### config.mk
export PLATFORM = sky130hd
export DESIGN_NAME = sdram_burst_data_path
export DESIGN_NICKNAME = d
export VERILOG_FILES = /design/src/rtl/sdram_burst_data_path_pkg.sv /design/src/rtl/sdram_burst_data_path_rd_capture.sv /design/src/rtl/sdram_burst_data_path.sv
export SDC_FILE = /design/constraint.sdc
export NUM_CORES = 1
export LEC_CHECK = 0
export BUFFER_PORTS_ARGS = -buffer_cell sky130_fd_sc_hd__clkbuf_2
export CAP_MARGIN = 20
export CORE_MARGIN = 3
export CORE_UTILIZATION = 50
export CTS_BUF_LIST = sky130_fd_sc_hd__clkbuf_8
export CTS_CLUSTER_SIZE = 30
export DETAILED_ROUTE_END_ITERATION = 10
export PLACE_DENSITY_LB_ADDON = 0.08
export SLEW_MARGIN = 25
export SYNTH_ARGS = -nofsm -noshare
export SYNTH_HDL_FRONTEND = slang
export SYNTH_SLANG_ARGS = --single-unit
### constraint.sdc
create_clock -name CLK -period 2 [get_ports CLK]
set_input_delay 0.4 -clock CLK [delete_from_list [all_inputs] [get_ports CLK]]
set_output_delay 0.4 -clock CLK [all_outputs]
set_load 0.02 [all_outputs]
### src/rtl/sdram_burst_data_path_pkg.sv
// Shared definitions for the SDRAM burst data path: FSM encodings, read tag
// record and counter sizing helper.
package sdram_burst_data_path_pkg;

    localparam logic [1:0] ST_IDLE  = 2'd0;
    localparam logic [1:0] ST_WRITE = 2'd1;
    localparam logic [1:0] ST_READ  = 2'd2;

    typedef struct packed {
        logic valid;
        logic last;
    } rd_tag_t;

    // Beat counter is wide enough to hold BURST_LEN itself.
    function automatic int cnt_width(input int burst_len);
        return $clog2(burst_len) + 1;
    endfunction

endpackage

### src/rtl/sdram_burst_data_path_rd_capture.sv
// Read capture: CAS-latency-deep {valid,last} shift line feeding the DQIN
// capture register; also reports whether any read beat is still in flight.
module sdram_burst_data_path_rd_capture
    import sdram_burst_data_path_pkg::*;
#(
    parameter int DATA_WIDTH  = 16,
    parameter int CAS_LATENCY = 3
) (
    input  logic                  CLK,
    input  logic                  RESET,
    input  rd_tag_t               issue,
    input  logic [DATA_WIDTH-1:0] DQIN,
    output logic [DATA_WIDTH-1:0] RD_DATA,
    output logic                  RD_VALID,
    output logic                  RD_LAST,
    output logic                  inflight
);

    logic [CAS_LATENCY-1:0] vld;
    logic [CAS_LATENCY-1:0] lst;

    // The tag at the tail of the line marks the cycle in which the SDRAM drives DQ.
    always_ff @(posedge CLK) begin
        if (RESET) begin
            vld      <= '0;
            lst      <= '0;
            RD_DATA  <= '0;
            RD_VALID <= 1'b0;
            RD_LAST  <= 1'b0;
        end else begin
            vld      <= {vld[CAS_LATENCY-2:0], issue.valid};
            lst      <= {lst[CAS_LATENCY-2:0], issue.last};
            RD_VALID <= vld[CAS_LATENCY-1];
            RD_LAST  <= vld[CAS_LATENCY-1] & lst[CAS_LATENCY-1];
            if (vld[CAS_LATENCY-1]) begin
                RD_DATA <= DQIN;
            end
        end
    end

    assign inflight = |vld;

endmodule

### src/rtl/sdram_burst_data_path.sv
// SDRAM DQ/DQM burst data path: sequences write beats onto the pads, issues
// read capture tags, and enforces turnaround and start-request rules.
module sdram_burst_data_path
    import sdram_burst_data_path_pkg::*;
#(
    parameter int DATA_WIDTH  = 16,
    parameter int CAS_LATENCY = 3,
    parameter int BURST_LEN   = 8
) (
    input  logic                    CLK,
    input  logic                    RESET,
    input  logic                    INIT_DONE,
    input  logic                    WR_START,
    input  logic [DATA_WIDTH-1:0]   DATAIN,
    input  logic [DATA_WIDTH/8-1:0] DM,
    output logic                    WR_ACK,
    input  logic                    RD_START,
    input  logic                    BURST_STOP,
    input  logic [DATA_WIDTH-1:0]   DQIN,
    output logic [DATA_WIDTH-1:0]   RD_DATA,
    output logic                    RD_VALID,
    output logic                    RD_LAST,
    output logic [DATA_WIDTH-1:0]   DQOUT,
    output logic                    DQ_OE,
    output logic [DATA_WIDTH/8-1:0] DQM,
    output logic                    BUSY,
    output logic                    PROTO_ERR
);

    localparam int              CW       = cnt_width(BURST_LEN);
    localparam logic [CW-1:0]   CNT_LAST = CW'(BURST_LEN - 1);

    logic [1:0]    state, state_nx;
    logic [CW-1:0] cnt, cnt_nx;
    logic          rd_accept, wr_accept, wr_ack, err_nx, rd_inflight;
    rd_tag_t       issue;

    // WR_ACK handshake: the beat on DATAIN/DM is taken in any cycle WR_ACK is
    // high; beat 0 is taken in the WR_START cycle itself, and there is no stall.
    always_comb begin
        rd_accept   = RD_START && (state != ST_WRITE);
        wr_accept   = WR_START && (state == ST_IDLE) && !rd_inflight && !RD_START;
        wr_ack      = wr_accept || ((state == ST_WRITE) && !BURST_STOP);
        err_nx      = (WR_START && !wr_accept) || (RD_START && (state == ST_WRITE));
        issue.valid = rd_accept || ((state == ST_READ) && !BURST_STOP);
        issue.last  = rd_accept ? (BURST_LEN == 1) : (cnt == CNT_LAST);

        state_nx = state;
        cnt_nx   = cnt;
        // cnt holds the index of the beat handled in the current cycle.
        if (rd_accept) begin
            cnt_nx   = CW'(1);
            state_nx = (BURST_LEN == 1) ? ST_IDLE : ST_READ;
        end else if (wr_accept) begin
            cnt_nx   = CW'(1);
            state_nx = (BURST_LEN == 1) ? ST_IDLE : ST_WRITE;
        end else if ((state == ST_WRITE) || (state == ST_READ)) begin
            if (BURST_STOP || (cnt == CNT_LAST)) begin
                state_nx = ST_IDLE;
            end else begin
                cnt_nx = cnt + 1'b1;
            end
        end
    end

    always_ff @(posedge CLK) begin
        if (RESET) begin
            state     <= ST_IDLE;
            cnt       <= '0;
            DQOUT     <= '0;
            DQ_OE     <= 1'b0;
            DQM       <= '1;
            PROTO_ERR <= 1'b0;
        end else begin
            state     <= state_nx;
            cnt       <= cnt_nx;
            DQ_OE     <= wr_ack;
            PROTO_ERR <= err_nx;
            if (wr_ack) begin
                DQOUT <= DATAIN;
            end
            // Mask stays forced high until the SDRAM has finished power-up init.
            DQM <= !INIT_DONE ? '1 : (wr_ack ? DM : '0);
        end
    end

    sdram_burst_data_path_rd_capture #(
        .DATA_WIDTH  (DATA_WIDTH),
        .CAS_LATENCY (CAS_LATENCY)
    ) u_rd_capture (
        .CLK      (CLK),
        .RESET    (RESET),
        .issue    (issue),
        .DQIN     (DQIN),
        .RD_DATA  (RD_DATA),
        .RD_VALID (RD_VALID),
        .RD_LAST  (RD_LAST),
        .inflight (rd_inflight)
    );

    assign WR_ACK = wr_ack;
    assign BUSY   = (state != ST_IDLE) || rd_inflight || RD_VALID;

endmodule

==> results of run 1 <==
cell usage in the layout (no fill, tap or decap):
cell,synthesis,final
buf_4,1,4
dfxtp_1,50,50
o21ai_0,5,5
a21oi_1,2,2
buf_2,3,1
nor4_1,1,1
inv_6,0,1
inv_2,0,2
inv_1,6,5
mux2i_1,33,33
and3b_1,1,1
a311oi_1,2,2
buf_12,0,1
a41oi_1,1,1
ha_1,4,4
nor3_1,1,1
nand3b_1,1,1
nor3b_1,1,1
a2bb2oi_2,0,1
clkbuf_2,0,78
and2_1,2,2
nand2_1,3,3
or4_4,1,1
nor2b_1,8,8
a2111oi_2,1,1
a2111oi_4,1,1
nor2_1,17,17
nor4b_4,1,1
nand3_1,1,1
or3b_1,1,1
nand2b_4,1,1
clkbuf_8,0,6
or3_2,1,1
nand2b_1,36,36
or3_1,2,2
final timing paths:
| path | start | to | slack [ns] | cells after the start |
|---|---|---|---|---|
| min | DATAIN[7] | DQOUT[7] | 0.32 | 3 |
| min reg2reg | u_rd_capture.lst[2] | u_rd_capture.RD_LAST | 0.43 | 1 |
| max reg2reg | state[1] | cnt[3] | 0.22 | 5 |
| max | state[1] | BUSY | 0.12 | 6 |
layer usage:
layer / vias up / global-route usage / wire length (microns)
met1: 692 / 0.2280 / 1953
met3: 6 / 0.06475 / 258
met2: 41 / 0.2613 / 1857
met4: 0 / 0.05532 / 47
li1: 816 / - / -
met5: - / 0 / 0
metrics by stage:
stage,hold WS (ns),total power [uW]
finish,0.3212,1945
global route,0.3154,2043
CTS,0.3102,1962
detailed placement,0.4112,1355
global placement,0.4137,1351
floorplan,0.4057,1252
synth_stat cells, types with 2 or more instances:
cell type,n,area (sq um)
buf_2,3,15.01
ha_1,4,50.05
nor2b_1,8,50.05
nor2_1,17,63.81
o21ai_0,5,25.02
a21oi_1,2,10.01
nand2_1,3,11.26
clkbuf_1,6,22.52
inv_1,6,22.52
dfxtp_1,50,1001
and2_1,2,12.51
a311oi_1,2,17.52
or3_1,2,12.51
mux2i_1,33,330.3
nand2b_1,36,225.2
repair_timing:
item / in CTS / in global routing
endpoints found under the setup margin: 0 / 1
gates resized for setup: 0 / 3
buffers inserted: 0 / 2
power by group:
part	switching, uW	total, uW	internal (uW)
logic	154	285	131
clock network	324	605	281
registers	22.2	1060	1030
total	500	1950	1450
final cells by class:
type	instances	area [sq um]
clock buffers	6	82.58
clock inverters	2	12.51
fillers	316	1195
inverters	6	22.52
multi-input cells	129	979.7
flip-flops and latches	50	1001
well taps	48	60.06
repair buffers	84	445.4
state kept, by name, summed over array words and instances (netlist names):
| signal | count |
|---|---|
| DQM | 2 |
| DQOUT | 16 |
| DQ_OE | 1 |
| PROTO_ERR | 1 |
| cnt | 4 |
| state | 2 |
| u_rd_capture.RD_DATA | 16 |
| u_rd_capture.RD_LAST | 1 |
| u_rd_capture.RD_VALID | 1 |
| u_rd_capture.lst | 3 |
| u_rd_capture.vld | 3 |
cells by family (layout without fill, tap and decap cells):
logic type / count (synthesis) / after routing
mux: 33 / 33
compound gates: 13 / 13
simple gates: 79 / 79
fa+ha+maj: 4 / 4
flops: 50 / 50
buf+inv: 17 / 98
worst min-delay path, stage by stage:
cell	delay (ns)
clkbuf_2	0.08
nand2b_1	0.05
mux2i_1	0.05
==> results.yml, run 1 <==
logic_synthesis:
  synth_mux_area_frac: 0.1609
  synth_warnings: 0
  synthesis.area_sq_um: 2053
  syn-num-nets: 240
  async_flop_share: 0
  synth_edf_count: 0
  synth_flop_cell: "dfxtp_1"
  synth-xor-area-share: 0
  synthSimpleGateAreaFrac: 0.2340
  synth_seq_cells: 50
  avgSynthCellArea_sq_um: 10.48
  synth.yosys.seq_area_share: 0.4875
  ys_types: 32
  syn-instance-count: 196
  synth_top_family_by_area: "simple AND/OR/NAND/NOR gates"
  synthAdderAreaFrac: 0.02438
  synth_compound_area_frac: 0.05484
timing:
  rsz0062_at_grt: "no"
  fin_ws_ns: 0.1172
  tns_ns: 0
  skew_ns: 0.008562
  finalHoldViolations: 0
  drv_slew: 0
  finalSetupViolCount: 0
  fmax_mhz: 531.1
  period_share: 0.9414
  max_slew.worst_pin.slew_ns: 0.5713
  period_minus_slack_ns: 1.883
  relSlewSlack: 0.6183
setup_path:
  startpoint_type: "register"
  critPathRequiredTime_ns: 1.60
  max_stage_delay_ns: 0.35
  cpMaxStageDelayCell: "dfxtp_1"
  critPathKind: "register to primary output"
  worst-path-max-fanout: 3
  worstSetupEndpointType: "primary output"
  worstPathCellList: "inv_2 -> ha_1 -> nor4b_4 -> buf_4 -> nand2b_1 -> buf_2"
  critical_path_arrival_ns: 1.48
  path_buf_inv: 3
  critical-path-top-delay-family: "buffers and inverters"
power:
  p_leak_uw: 0.001248
  ir_worst_vdd_v: 0.0007789
  power.density_nw_per_um2: 747.2
clock_tree:
  cts-htree-levels: 2
  cts_num_sinks: 50
  root_buffer: "clkbuf_8"
  numCtsBuffers: 5
  cts_tree: "built"
  clkLatencyLatePin_ns: 0.31
  cts_buffer_depth: 2
  path_clk_slew_ns: 0.09
  hold_buffers: 0
floorplan:
  pin_count: 80
  start_util: 0.5405
  row_count: 22
  die_w_microns: 70.08
  die_h_microns: 70.08
  coreArea_sq_um: 3799
  dieArea_sq_um: 4911
drt:
  via_per_inst: 4.785
  dr.pass1.iters: 4
  drc: 0
  wl_per_cell_microns: 12.67
  final_antenna_net_count: 0
  drt_iter0_markers: 49
  wirelength_microns: 4117
  via_count: 1555
global_routing:
  grt_pass1_vias: 1409
  grt_overflow: 0
  antenna_found_initial: 0
  grt_pass1_wl_microns: 6741
  grt_start_max_net_pins: 65
  grt_use_total: 0.1730
run_status:
  status: "complete, no violations"
place:
  dpl_cell_area_sq_um: 2494
  io_buffer_count: 79
  post-place-ws_ns: 0.2480
  routabilityCongestion: 0.8259
  dp_hpwl_microns: 2948
  dp.cells: 315
cells_and_area:
  design_area_sq_um: 2604
  area_growth_pct: 26.81
  diodes: 0
  nets: 320
  layout.cells.non_filler: 325
  utilization: 0.6854
  drive_above_1_share: 0.3610
run:
  cap_violations: 0
worst_hold_path:
  hold_path.class: "input port to register"
Note: power is estimated with default switching activity, not from simulation.
==> run 2, diff against run 1 <==
--- a/config.mk
+++ b/config.mk
@@ -8,12 +8,14 @@
 export BUFFER_PORTS_ARGS = -buffer_cell sky130_fd_sc_hd__clkbuf_2
 export CAP_MARGIN = 20
 export CORE_MARGIN = 3
-export CORE_UTILIZATION = 50
+export CORE_UTILIZATION = 49
 export CTS_BUF_LIST = sky130_fd_sc_hd__clkbuf_8
 export CTS_CLUSTER_SIZE = 30
 export DETAILED_ROUTE_END_ITERATION = 10
 export PLACE_DENSITY_LB_ADDON = 0.08
+export RECOVER_POWER = 50
 export SLEW_MARGIN = 25
 export SYNTH_ARGS = -nofsm -noshare
 export SYNTH_HDL_FRONTEND = slang
+export SYNTH_HIERARCHICAL = 1
 export SYNTH_SLANG_ARGS = --single-unit
==> run 2 against run 1 <==
  * Synthesized cell count up 1.0%
  * Non-clock buffer count up 3
  * Clock power shrank 3.6%
  * Synthesized area is 6.2% lower
  * Critical path depth decreased by 3
  * Total power shrank 3.6%
  * Clock-buffer cell count unchanged
  * Combinational power down 14%
  * Die area fell by 3.9%
  * Register-to-register slack lost 0.04 ns
  * Design area decreased by 6.1%
  * Core utilization is 2.8 points lower
  * Critical path type unchanged
  * Critical endpoint unchanged
==> results.yml, run 2 <==
run_status:
  status: "complete, no violations"
drt:
  dr.pass1.iters: 4
  via_count: 1690
  drt_iter0_markers: 82
  wirelength_microns: 4192
  via_per_inst: 5.184
  drc: 0
  wl_per_cell_microns: 12.86
  final_antenna_net_count: 0
global_routing:
  antenna_found_initial: 0
  grt_start_max_net_pins: 23
  grt_overflow: 0
  grt_pass1_wl_microns: 6313
  grt_use_total: 0.1776
  grt_pass1_vias: 1429
logic_synthesis:
  synth_flop_cell: "dfxtp_1"
  synth_edf_count: 0
  synth.yosys.seq_area_share: 0.5195
  syn-instance-count: 198
  synth_top_cell_area_share: 0.5195
  ys_types: 34
  synthesis.area_sq_um: 1927
  async_flop_share: 0
  synth_warnings: 6
  syn-num-nets: 242
  synth_common_cells: "50 x dfxtp_1, 19 x o21ai_0, 18 x a21oi_1, 17 x nand3_1"
  synth_largest_area_cell: "dfxtp_1"
  synth_seq_cells: 50
  synthMostInstantiatedCell: "dfxtp_1"
  avgSynthCellArea_sq_um: 9.732
  synth_area_leaders: "dfxtp_1 52%, mux2i_1 8.3%, o21ai_0 4.9%"
timing:
  drv_slew: 0
  relSlewSlack: 0.2370
  skew_ns: 0.005660
  period_share: 0.9670
  finalHoldViolations: 0
  max_slew.worst_pin.slew_ns: 1.144
  period_minus_slack_ns: 1.934
  finalSetupViolCount: 0
  whs_ns: 0.2950
  rsz0062_at_grt: "no"
  fmax_mhz: 517.1
  tns_ns: 0
  fin_ws_ns: 0.06601
setup_path:
  cpMaxStageDelayCell: "or3_4"
  startpoint_type: "register"
  critical-path-top-delay-family: "simple AND/OR/NAND/NOR gates"
  path_buf_inv: 1
  critPathRequiredTime_ns: 1.60
  worstSetupEndpointType: "primary output"
  critPathKind: "register to primary output"
  max_stage_delay_ns: 0.39
  worstPathCellList: "or3_4 -> or3b_4 -> buf_8"
  worst-path-max-fanout: 3
  critical_path_arrival_ns: 1.53
place:
  post-place-ws_ns: 0.1243
  dp_hpwl_microns: 2974
  routabilityCongestion: 0.7920
  dpl_cell_area_sq_um: 2352
  io_buffer_count: 79
  dp.cells: 317
floorplan:
  start_util: 0.5185
  die_w_microns: 68.71
  row_count: 22
  die_h_microns: 68.71
  pin_count: 80
  dieArea_sq_um: 4721
  coreArea_sq_um: 3716
power:
  ir_worst_vdd_v: 0.0003920
  power.density_nw_per_um2: 766.8
  p_leak_uw: 0.001001
cells_and_area:
  nets: 321
  drive_above_1_share: 0.2842
  area_growth_pct: 26.88
  design_area_sq_um: 2445
  reg_top3: "DQOUT (16), u_rd_capture/RD_DATA (16), cnt (4)"
  diodes: 0
  final_common_cell: "clkbuf_2"
  layout.cells.non_filler: 326
  layout_common_cells: "55 x clkbuf_2, 49 x dfxtp_1, 24 x clkbuf_1, 19 x o21ai_0, 18 x a21oi_1"
run:
  cap_violations: 0
clock_tree:
  root_buffer: "clkbuf_8"
  path_clk_slew_ns: 0.08
  cts-htree-levels: 2
  hold_buffers: 0
  cts_num_sinks: 50
  numCtsBuffers: 5
  clkLatencyLatePin_ns: 0.30
  cts_tree: "built"
  cts_buffer_depth: 2
worst_hold_path:
  hold_path.class: "input port to register"
run 2: cell count changes in the layout (fill, tap and decap cells not counted), sizes merged, moves of 2 or more:
| cell | before | now |
|---|---|---|
| a21oi | 2 | 18 |
| a21o | 0 | 2 |
| buf | 6 | 8 |
| o31ai | 0 | 2 |
| a311oi | 2 | 0 |
| nand2 | 3 | 1 |
| or3 | 3 | 5 |
| inv | 8 | 5 |
| nand2b | 37 | 4 |
| nand3 | 1 | 17 |
| mux2i | 33 | 16 |
| o21ai | 5 | 19 |
run 2: routing by layer:
metal	GRT usage	routed length, microns	up-vias
li1	-	-	855
met1	0.2137	1776	773
met2	0.2896	1979	57
met3	0.05997	369	5
met4	0.07299	66	0
met5	0	0	-
run 2: timing repair:
item	in CTS	in global routing
pin swaps	0	2
setup endpoints to repair	2	14
buffers inserted	0	1
gates resized for setup	4	6
run 2: final cells by class:
type	instances	area (sq um)
clock inverter	2	8.758
fill	371	1271
timing repair buffer	87	430.4
inverter	4	15.01
sequential	50	1002
multi-input combinational	129	845.8
clock buffer	6	82.58
tap	48	60.06
run 2: worst paths after layout:
path	from	endpoint	slack (ns)	depth (start not counted)
max	u_rd_capture/vld[1]	BUSY	0.07	3
min	DM[0]	DQM[0]	0.29	2
min reg2reg	u_rd_capture/lst[1]	u_rd_capture/lst[2]	0.44	1
max reg2reg	state[0]	cnt[3]	0.18	5
run 2: worst register-to-register path, cell delays in order, from the launching register on:
cell and delay [ns]:
dfxtp_1 0.34, inv_1 0.07, ha_1 0.29, nand2b_1 0.15, or4_1 0.52, a2111oi_2 0.35
run 2: power breakdown:
group | leakage, uW | switching, uW | total, uW | internal (uW)
sequential | 0.000407 | 16.7 | 1050 | 1030
clock | 0.0000524 | 309 | 583 | 274
combinational | 0.000541 | 137 | 245 | 107
run 2: metrics by stage:
| stage | power, uW | util |
|---|---|---|
| 4_1_cts | 1888 | 0.6620 |
| 6_report | 1875 | 0.6579 |
| 3_3_place_gp | 1303 | 0.6330 |
| 5_1_grt | 1963 | 0.6579 |
| 3_5_place_dp | 1306 | 0.6330 |
| 2_1_floorplan | 1210 | - |
run 2: cell families after synthesis:
family	count (synthesis)	share of synthesized area
fa+ha+maj	4	0.02598
flops	50	0.5195
buf+inv	19	0.05389
simple gates	61	0.1753
mux	16	0.08312
compound gates	48	0.1422
==> run 3, diff against run 2 <==
--- a/config.mk
+++ b/config.mk
@@ -7,8 +7,10 @@
 export LEC_CHECK = 0
 export BUFFER_PORTS_ARGS = -buffer_cell sky130_fd_sc_hd__clkbuf_2
 export CAP_MARGIN = 20
+export CELL_PAD_IN_SITES_DETAIL_PLACEMENT = 0
+export CELL_PAD_IN_SITES_GLOBAL_PLACEMENT = 1
 export CORE_MARGIN = 3
-export CORE_UTILIZATION = 49
+export CORE_UTILIZATION = 36
 export CTS_BUF_LIST = sky130_fd_sc_hd__clkbuf_8
 export CTS_CLUSTER_SIZE = 30
 export DETAILED_ROUTE_END_ITERATION = 10
==> run 3 against run 2 <==
  * Design area rose by 1.6%
  * Final cell count rose by 6.4%
  * Global-route usage fell by 3.1 points
  * Die area rose by 33%
  * First-iteration DRC count fell by 33%
  * Hold slack got worse by 0.0010 ns
  * Non-clock buffer count fell by 1
  * Sequential power barely moved
==> results.yml, run 3 (synthesis gave the netlist of run 2 again) <==
timing:
  period_share: 0.9679
  skew_ns: 0.01305
  drv_slew: 0
  fmax_mhz: 516.6
  max_slew.worst_pin.slew_ns: 1.149
  relSlewSlack: 0.2338
  period_minus_slack_ns: 1.936
  whs_ns: 0.2939
  finalSetupViolCount: 0
  tns_ns: 0
  rsz0062_at_grt: "no"
  finalHoldViolations: 0
clock_tree:
  cts-htree-levels: 2
  clkLatencyLatePin_ns: 0.30
  numCtsBuffers: 5
  cts_buffer_depth: 2
  hold_buffers: 0
  path_clk_slew_ns: 0.09
  cts_tree: "built"
  cts_num_sinks: 50
  root_buffer: "clkbuf_8"
floorplan:
  die_w_microns: 79.16
  pin_count: 80
  die_h_microns: 79.16
  coreArea_sq_um: 5140
  start_util: 0.3749
  row_count: 26
  dieArea_sq_um: 6266
power:
  p_leak_uw: 0.0009950
  pwr-share-clk: 0.319
  ir_worst_vdd_v: 0.0003524
  finalPower_uw: 1908
  power.density_nw_per_um2: 768.0
  p_seq_frac: 0.549
  swShare: 0.2560
  netSwitchingPower_uw: 488.5
  combPwrFrac: 0.133
  internal-power_uw: 1420
setup_path:
  critPathRequiredTime_ns: 1.60
  worstPathCellList: "or3_4 -> or3b_4 -> buf_8"
  critical-path-top-delay-family: "simple AND/OR/NAND/NOR gates"
  cpMaxStageDelayCell: "or3_4"
  startpoint_type: "register"
  worst-path-max-fanout: 3
  max_stage_delay_ns: 0.39
  critical_path_arrival_ns: 1.54
  worstSetupEndpointType: "primary output"
  path_buf_inv: 1
  critPathKind: "register to primary output"
place:
  routabilityCongestion: 0.6618
  dp.cells: 337
  dp_hpwl_microns: 3066
  io_buffer_count: 79
drt:
  wl_per_cell_microns: 13.29
  via_count: 1669
  via_per_inst: 4.810
  dr.pass1.iters: 4
  drc: 0
  final_antenna_net_count: 0
  drt_iter0_markers: 55
  wirelength_microns: 4612
cells_and_area:
  area_growth_pct: 28.96
  nets: 320
  fillers: 558
  utilization: 0.4834
  final_common_cell: "clkbuf_2"
  drive_above_1_share: 0.2852
  layout_common_cells: "54 x clkbuf_2, 49 x dfxtp_1, 24 x clkbuf_1, 19 x o21ai_0, 18 x a21oi_1"
  diodes: 0
  layout.cells.non_filler: 347
  reg_top3: "DQOUT (16), u_rd_capture/RD_DATA (16), cnt (4)"
global_routing:
  grt_start_max_net_pins: 29
  grt_pass1_vias: 1564
  grt_use_total: 0.1463
  grt_pass1_wl_microns: 7376
  antenna_found_initial: 0
  grt_overflow: 0
run:
  cap_violations: 0
run_status:
  status: "complete, no violations"
worst_hold_path:
  hold_path.class: "input port to register"
==> run 3: cell types whose count changed in the layout (fill, tap and decap cells not counted), sizes merged <==
| cell | change |
|---|---|
| inv | -1 |
| clkinvlp | +1 |
| buf | -1 |
==> run 3: final cells by class <==
class	count	area [sq um]	share of cell area
flip-flops and latches	50	1002	0.4033
multi-input cells	129	857.1	0.3449
repair buffers	86	427.9	0.1722
well taps	70	87.58	0.03525
clock buffers	6	82.58	0.03323
inverters	4	15.01	0.006042
clock inverters	2	12.51	0.005035
==> run 3: worst paths after layout <==
path / start / endpoint / slack, ns / cells after the start
hold / removal: DM[0] / DQM[0] / 0.29 / 2
setup / recovery: u_rd_capture/vld[1] / BUSY / 0.06 / 3
hold reg to reg: u_rd_capture/lst[2] / u_rd_capture/RD_LAST / 0.44 / 1
setup reg to reg: state[0] / cnt[3] / 0.15 / 5
==> run 3: what timing repair did <==
item / in CTS / in global routing
setup buffers: 0 / 2
setup endpoints to repair: 2 / 11
cloned: 0 / 0
pin swaps: 0 / 3
gates resized for setup: 6 / 4
==> run 3: metrics by stage <==
stage / area [sq um] / worst slack, ns
finish: 2485 / 0.06413
global route: 2485 / 0.01080
CTS: 2481 / 0.01328
detailed placement: 2365 / 0.1685
global placement: 2365 / 0.1500
floorplan: 1927 / 0.1917
==> run 3: layer usage <==
metal | global-route usage | vias to the layer above | wire (microns)
met5 | 0 | - | 0
met4 | 0.03608 | 0 | 35
met3 | 0.04762 | 4 | 388
met2 | 0.2399 | 56 | 2057
met1 | 0.1857 | 760 | 2130
li1 | - | 849 | -
==> run 3: power by group through the flow <==
stage | Sequential, uW | Clock (uW) | Combinational (uW)
2_1_floorplan | 1100 | 0 | 108
3_3_place_gp | 1070 | 0 | 238
3_5_place_dp | 1070 | 0 | 237
4_1_cts | 1050 | 632 | 248
5_1_grt | 1050 | 671 | 278
6_report | 1050 | 608 | 253
